`src/rtl/expansion_shiftreg_target_pkg.sv`:
```
// Shared definitions for the expansion shift-register target: default frame
// width and the edge classification used by the link-line synchronisers.
package expansion_shiftreg_target_pkg;

    localparam int DEFAULT_WIDTH = 8;

    typedef enum logic [1:0] {
        EDGE_NONE = 2'd0,
        EDGE_RISE = 2'd1,
        EDGE_FALL = 2'd2
    } edge_t;

    // Classify the transition between the previous and current sampled level.
    function automatic edge_t classify_edge(input logic prev, input logic curr);
        edge_t kind;
        kind = EDGE_NONE;
        if (!prev && curr) begin
            kind = EDGE_RISE;
        end else if (prev && !curr) begin
            kind = EDGE_FALL;
        end
        return kind;
    endfunction

endpackage

```
`src/rtl/expansion_shiftreg_target_sync_edge_detect.sv`:
```
// Synchroniser for one asynchronous link line: SYNC_STAGES flops bring the pin
// into the clk domain, one history flop behind them gives edge detection.
// The edge is reported combinationally from the last sync flop and the history
// flop, so the consuming register acts SYNC_STAGES+1 cycles after the pin moves.
module sync_edge_detect
    import expansion_shiftreg_target_pkg::*;
#(
    parameter int SYNC_STAGES = 2
) (
    input  logic  clk,
    input  logic  rst_n,
    input  logic  pin,
    output logic  level,
    output edge_t edge_kind
);

    logic [SYNC_STAGES-1:0] sync_p;
    logic                   hist_p;

    // Synchroniser chain followed by the edge-history flop
    always_ff @(posedge clk or negedge rst_n) begin
        if (!rst_n) begin
            sync_p <= '0;
            hist_p <= 1'b0;
        end else begin
            sync_p <= {sync_p[SYNC_STAGES-2:0], pin};
            hist_p <= sync_p[SYNC_STAGES-1];
        end
    end

    assign level     = sync_p[SYNC_STAGES-1];
    assign edge_kind = classify_edge(hist_p, level);

endmodule

```
`src/rtl/expansion_shiftreg_target.sv`:
```
// Target end of the expansion shift-register link. Emulates an output-latch
// and input-load shift-register chain: bits shifted in MSB-first are latched to
// data_out on a load strobe, and the same strobe snapshots data_in which is
// then returned MSB-first on SHIFT_DOUT. A watchdog forces data_out to
// SAFE_VALUE if no load arrives for TIMEOUT cycles.
module expansion_shiftreg_target
    import expansion_shiftreg_target_pkg::*;
#(
    parameter int               WIDTH       = DEFAULT_WIDTH,
    parameter int               SYNC_STAGES = 2,
    parameter int               TIMEOUT     = 50000000,
    parameter logic [WIDTH-1:0] SAFE_VALUE  = '0
) (
    input  logic             clk,
    input  logic             rst_n,
    input  logic             SHIFT_CLK,
    input  logic             SHIFT_LOAD,
    input  logic             SHIFT_DIN,
    output logic             SHIFT_DOUT,
    input  logic [WIDTH-1:0] data_in,
    output logic [WIDTH-1:0] data_out,
    output logic             frame_valid,
    output logic             frame_error,
    output logic             timeout
);

    // bit_cnt must hold WIDTH+1 so an over-long frame stays distinguishable
    localparam int CNT_W = $clog2(WIDTH + 2);
    localparam int WD_W  = (TIMEOUT > 1) ? $clog2(TIMEOUT + 1) : 1;

    localparam logic [CNT_W-1:0] CNT_FULL = CNT_W'(WIDTH);
    localparam logic [CNT_W-1:0] CNT_SAT  = CNT_W'(WIDTH + 1);
    localparam logic [WD_W-1:0]  WD_LIMIT = WD_W'(TIMEOUT);
    localparam logic [WD_W-1:0]  WD_LAST  = WD_W'(TIMEOUT - 1);
    localparam bit               WD_EN    = (TIMEOUT != 0);

    edge_t clk_edge;
    edge_t load_edge;
    edge_t din_edge_unused;
    logic  clk_level_unused;
    logic  load_level;
    logic  din_sync;
    logic  clk_rise;
    logic  load_rise;

    logic [WIDTH-1:0] rx_sr;
    logic [WIDTH-1:0] tx_sr;
    logic [CNT_W-1:0] bit_cnt;
    logic [WD_W-1:0]  wdog;

    sync_edge_detect #(.SYNC_STAGES(SYNC_STAGES)) u_sync_clk (
        .clk       (clk),
        .rst_n     (rst_n),
        .pin       (SHIFT_CLK),
        .level     (clk_level_unused),
        .edge_kind (clk_edge)
    );

    sync_edge_detect #(.SYNC_STAGES(SYNC_STAGES)) u_sync_load (
        .clk       (clk),
        .rst_n     (rst_n),
        .pin       (SHIFT_LOAD),
        .level     (load_level),
        .edge_kind (load_edge)
    );

    // Data shares the same depth as SHIFT_CLK so it is aligned with the clk edge
    sync_edge_detect #(.SYNC_STAGES(SYNC_STAGES)) u_sync_din (
        .clk       (clk),
        .rst_n     (rst_n),
        .pin       (SHIFT_DIN),
        .level     (din_sync),
        .edge_kind (din_edge_unused)
    );

    assign clk_rise  = (clk_edge == EDGE_RISE);
    assign load_rise = (load_edge == EDGE_RISE);

    // Frame capture, shift path, watchdog and status flags; load has priority
    // over a coincident shift edge, which is dropped
    always_ff @(posedge clk or negedge rst_n) begin
        if (!rst_n) begin
            data_out    <= SAFE_VALUE;
            frame_valid <= 1'b0;
            frame_error <= 1'b0;
            timeout     <= 1'b0;
            rx_sr       <= '0;
            tx_sr       <= '0;
            bit_cnt     <= '0;
            wdog        <= '0;
        end else begin
            frame_valid <= 1'b0;
            if (load_rise) begin
                if (bit_cnt == CNT_FULL) begin
                    data_out    <= rx_sr;
                    frame_valid <= 1'b1;
                    timeout     <= 1'b0;
                end else begin
                    frame_error <= 1'b1;
                end
                tx_sr   <= data_in;
                bit_cnt <= '0;
                wdog    <= '0;
            end else begin
                if (clk_rise && !load_level) begin
                    rx_sr <= {rx_sr[WIDTH-2:0], din_sync};
                    tx_sr <= {tx_sr[WIDTH-2:0], 1'b0};
                    if (bit_cnt != CNT_SAT) begin
                        bit_cnt <= bit_cnt + 1'b1;
                    end
                end
                if (WD_EN) begin
                    if (wdog != WD_LIMIT) begin
                        wdog <= wdog + 1'b1;
                    end
                    if (wdog == WD_LAST) begin
                        data_out <= SAFE_VALUE;
                        timeout  <= 1'b1;
                    end
                end
            end
        end
    end

    // Registered serial return: MSB of the transmit shift register
    always_ff @(posedge clk or negedge rst_n) begin
        if (!rst_n) begin
            SHIFT_DOUT <= 1'b0;
        end else begin
            SHIFT_DOUT <= tx_sr[WIDTH-1];
        end
    end

endmodule
```
`config.mk`:
```
export PLATFORM = sky130hd
export DESIGN_NAME = expansion_shiftreg_target
export DESIGN_NICKNAME = d
export VERILOG_FILES = /design/src/rtl/expansion_shiftreg_target_pkg.sv /design/src/rtl/expansion_shiftreg_target_sync_edge_detect.sv /design/src/rtl/expansion_shiftreg_target.sv
export SDC_FILE = /design/constraint.sdc
export NUM_CORES = 1
export LEC_CHECK = 0
export ABC_AREA = 1
export BUFFER_PORTS_ARGS = -buffer_cell sky130_fd_sc_hd__buf_2
export CORE_MARGIN = 5
export CORE_UTILIZATION = 25
export DETAILED_ROUTE_END_ITERATION = 10
export GPL_TIMING_DRIVEN = 0
export MAX_ROUTING_LAYER = met4
export PLACE_DENSITY = 0.47
export SYNTH_ARGS = -nofsm -noshare
export SYNTH_HDL_FRONTEND = slang
export SYNTH_SLANG_ARGS = --single-unit
```
`constraint.sdc`:
```
create_clock -name clk -period 3 [get_ports clk]
set_input_delay 0.6 -clock clk [delete_from_list [all_inputs] [get_ports clk]]
set_output_delay 0.6 -clock clk [all_outputs]
set_load 0.01 [all_outputs]
```
After elaboration in Yosys (flattened, before gate mapping)
Cells that the tools add are included.
{"block": "word_totals", "input_bits": 13, "regBits": 66}
{"block": "classes", "reduce_logical": 17, "muxes": 19, "eq_ne": 7, "addsub": 2, "bitwise": 2}
{"operator": "26-bit two-way mux", "count": 2}
{"operator": "8-bit two-way mux", "count": 5}
{"operator": "26-bit by 1-bit adder with 26-bit output (second input constant)", "count": 1}
{"operator": "26-bit equality test (second input constant)", "count": 1}
{"operator": "26-bit != test (second input constant)", "count": 1}
{"operator": "4-bit two-way mux", "count": 3}
{"operator": "2-bit two-way mux", "count": 4}
{"operator": "2-bit AND reduction", "count": 4}
{"operator": "2-bit nonzero test", "count": 4}
{"operator": "1-bit logical AND", "count": 5}
{"operator": "1-bit two-way mux", "count": 5}
{"operator": "4-bit by 1-bit adder with 4-bit output (second input constant)", "count": 1}
{"operator": "2-bit by 1-bit equality test with 1-bit output (second input constant)", "count": 2}
{"operator": "4-bit equality test (second input constant)", "count": 1}
{"operator": "1-bit zero test", "count": 4}
{"operator": "4-bit != test (second input constant)", "count": 1}
{"operator": "2-bit by 1-bit != test with 1-bit output (second input constant)", "count": 1}
{"operator": "1-bit NOT", "count": 2}

Logic depth before layout (Yosys ltp)
{"block": "logic_depth", "ltp_word": 8, "ltp_mapped": 10, "mapped_depth_nobuf": 10}

By module
From an unflattened synthesis, not the netlist that was laid out.
{"block": "unflattened", "cells_unflattened": 406, "hier_area_um2": 3281.9}
{"mod": "expansion_shiftreg_target", "cells_each": 385, "area_per_inst_um2": 3011.6, "n_inst": 1}
{"mod": "sync_edge_detect", "cells_each": 7, "area_per_inst_um2": 90.1, "n_inst": 3}

Worst setup path before layout
OpenSTA, ideal clock, no wires.
{"block": "synth_path", "kind": "register to register", "from": "reg wdog[0]", "to": "reg data_out[0]", "path_stages_with_launch": 9, "n_path_buf": 0, "t_arrival_ns": 1.283, "setup_ns": 0.118, "slack_ns": 1.598, "path_cell_list": "dfrtp_1 > ha_1 > inv_1 > nor2_4 > inv_2 > nor2_2 > nand3_2 > nand3_1 > nand2_1"}
{"block": "synth_between", "elab_chain_cells": 3}
{"item": "start: declaration", "line": "expansion_shiftreg_target.sv:49", "text": "logic [WD_W-1:0] wdog;"}
{"item": "start signal: assignment", "line": "expansion_shiftreg_target.sv:114", "text": "wdog <= wdog + 1'b1;"}
{"item": "26-bit equality test", "line": "expansion_shiftreg_target.sv:116", "text": "if (wdog == WD_LAST) begin"}
{"item": "2-bit nonzero test (no line)"}
{"item": "2-bit AND reduction (no line)"}
{"item": "end signal: assignment", "line": "expansion_shiftreg_target.sv:95", "text": "data_out <= rx_sr;"}
{"item": "end: declaration", "line": "expansion_shiftreg_target.sv:21", "text": "output logic [WIDTH-1:0] data_out,"}
Every way passes these cells.
A chain may end at the register's enable or synchronous reset.

Worst setup path in the final report
{"block": "layout_path", "from": "reg wdog[0]", "to": "reg data_out[4]"}
The elaborated chain is that of the path after synthesis.

==> run metrics <==
average size of a mapped cell 8.08 sq um; final worst path period share 0.587; starting density of the core 0.253; worst-case register-to-register setup slack 1.24 ns; clock network fraction of total power 0.455; sort of element at the start of the critical path register; number of setup buffers added after CTS 0; static power due to leakage 1.77 nW; Setup Crit Path Kind register to register; actual slew at the worst max-slew pin 0.825 ns; first-pass GRT wire length 12400 um; number of detailed-route iterations in the first pass 4; number of nets produced by synthesis 413; input/output buffers 24; Placement Rows 41; Post-synth top flop sky130_fd_sc_hd__dfrtp_1; vias post-DR 2566; placed standard-cell area 3520 sq um; area share of the leading cell type in the synthesized netlist 0.519; count of state elements after synthesis 66; Post-synth EDFFs 0; number of levels the H-tree was split into 3; Final setup viols 0; most instantiated library cell after synthesis sky130_fd_sc_hd__nand2_1; Async S/R FF share, synth 1.00; hold_sp u_sync_clk.sync_p[0]; Critical Path, Cell by Cell ha_1 > inv_1 > nor2_4 > inv_2 > nor2_2 > nand3_2 > nand3_1 > nand2_1; part of the total power dissipated in sequential elements 0.429; worst slack at placement 1.23 ns; Setup crit end kind register; switching power as a share of total power 0.263; proportion of synthesized chip area in sequential cells 0.519; total die area 15100 sq um; path type of the worst min-delay path register to register; TritonCTS clock tree done; setup_tns 0 ns; DRC violations left 0; antenna violations before repair 0; post-layout min period 1.76 ns; hold path endpoint u_sync_clk.sync_p[1]; power spent charging and discharging nets 0.666 mW; post-DR vias/cell 4.23; number of buffers and inverters on the critical path 2; slowest stage cell, crit path sky130_fd_sc_hd__dfrtp_1; post-route ant nets 0; largest net degree at the start of global routing 67; number of violations reported at the end of detailed-routing iteration 0 152; clock latency of the later-clocked register in the worst-skew pair 0.33 ns; die span in x 123 um; Combinational Power Share 0.116; setup clock skew after layout 0.00767 ns; worst hold path stage count 0; DP HPWL 5160 um; number of ports placed on the die boundary 25; number of hold violations in the final report 0; cell family contributing the most delay on the critical path simple AND/OR/NAND/NOR gates; maximum clock frequency 568 MHz; highest fanout seen on the critical path 9; maximum resistive drop on vdd 0.000367 V; Mapped Cells 394; worst endpoint data arrival time 1.98 ns; Relative slew margins 0.450; setup repair after global routing missed its margin no; worst reg2reg endpoint data_out[4]; clock slew seen by the registers of the worst setup and hold paths 0.06 ns; Area growth syn-to-layout 20.9%; maximum single-stage delay on the critical path 0.52 ns; least setup slack across all paths after layout 1.24 ns; most numerous cell types in the synthesized netlist sky130_fd_sc_hd__nand2_1 (122), sky130_fd_sc_hd__dfrtp_1 (66), sky130_fd_sc_hd__nor2_1 (62); number of pins with negative max-slew slack in the final report 0; number of nets in the layout 448; outcome complete, no violations; total stage count of the critical path 8; Routed Wire Length 7130 um; total inserted antenna cells 0; Core Box Area 12600 sq um; CP required 3.22 ns; clock root buffer sky130_fd_sc_hd__clkbuf_16; number of buffers added to fix hold violations after cts 0; Maximum Capacitance Violations 0; post-DR wirelength/cell 11.8 um; die height 123 um; Mapped Area 3180 sq um; number of gates resized after CTS 0; Cell variety after synth 27; Hold WS 0.347 ns; largest cells by area after synthesis sky130_fd_sc_hd__dfrtp_1 (52%), sky130_fd_sc_hd__nand2_1 (14%), sky130_fd_sc_hd__nor2_1 (7.3%); Final Core Density 0.306; proportion of layout cells with a drive suffix above 1 0.136; clock sinks 66; clock buffer count from CTS 9; Max clock buf depth 2; startpoint of the lowest-slack register-to-register path wdog[0]; count of synthesis-stage warnings from yosys 0; internal power contribution 1.87 mW; power density over the cells 658 nW/um^2; final weighted congestion in routability-driven placement 0.914; cell count of the worst reg-to-reg path 8; library cell with the largest summed area after synthesis sky130_fd_sc_hd__dfrtp_1; via count of the first global-routing pass 2508; final standard cell area without fillers 3850 sq um; all-layer global routing usage 0.109; total gr overflow 0
==> cell usage in the layout, fill, tap and decap left out, drive strengths merged <==
cell    Yosys  final
a21o        1      1
a21oi      13     13
and2        2      2
buf         4     28
bufinv      0      2
clkbuf      1     12
clkinv      1      3
dfrtp      66     66
ha          6      6
inv        35     36
nand2     126    126
nand3      34     34
nand3b      1      1
nand4       3      3
nor2       70     70
nor3        3      3
o211ai      1      1
o21ai      10     10
o221ai      5      5
o31ai       1      1
xnor2       7      7
xor2        4      4
==> metal layers <==
metal | share of wire | vias up | GRT usage
met5 | 0 | - | -
met4 | 0.013 | 0 | 0.0336
met3 | 0.031 | 8 | 0.0327
met2 | 0.46 | 33 | 0.165
met1 | 0.50 | 1206 | 0.139
li1 | - | 1319 | -
==> state kept, by name (all words and copies together) (netlist names) <==
register / cells
tx_sr: 8
frame_valid: 1
u_sync_clk.sync_p: 2
wdog: 26
u_sync_din.sync_p: 2
SHIFT_DOUT: 1
data_out: 8
timeout: 1
u_sync_load.sync_p: 2
frame_error: 1
u_sync_clk.hist_p: 1
bit_cnt: 4
u_sync_load.hist_p: 1
rx_sr: 8
==> power groups by stage <==
stage	clock (mW)	sequential, mW	combinational, mW
after floorplan	0	1.09	0.201
after global placement	0	1.10	0.294
after detailed placement	0	1.10	0.300
after CTS	1.19	1.09	0.302
after global routing	1.23	1.10	0.346
final	1.15	1.09	0.293
==> area by class of cell <==
type,instances,area [sq um]
Timing Repair Buffer,24,123
Sequential cell,66,1650
Clock inverter,5,86.3
Fill cell,1346,8720
Tap cell,172,215
Clock buffer,11,243
Buffer,5,21.3
Inverter,36,135
Multi-Input combinational cell,287,1380
==> worst max path at each step <==
stage | startpoint | to | slack, ns
2_1_floorplan | wdog[0] | data_out[0] | 1.60
4_1_cts | wdog[0] | data_out[4] | 1.22
5_1_grt | wdog[0] | data_out[3] | 1.11
3_3_place_gp | rst_n | data_out[0] | 0.96
3_5_place_dp | wdog[0] | data_out[4] | 1.23
6_report | wdog[0] | data_out[4] | 1.24
==> through the flow <==
step,std cells,total power [mW]
3_5_place_dp,590,1.40
6_report,606,2.53
3_3_place_gp,590,1.39
5_1_grt,606,2.68
4_1_cts,606,2.58
2_1_floorplan,394,1.29
==> logic make-up (layout without fill, tap and decap cells) <==
group                      count (synthesis)  count (layout)  synth area share
and+or+nand+nor                          239             239             0.321
DFF                                       66              66             0.519
buffers and inverters                     41              81            0.0491
AOI/OAI and AO/OA                         31              31            0.0570
xor gates and xnor gates                  11              11            0.0303
adders and majority gates                  6               6            0.0236
Power figures use the tool's default switching activity.
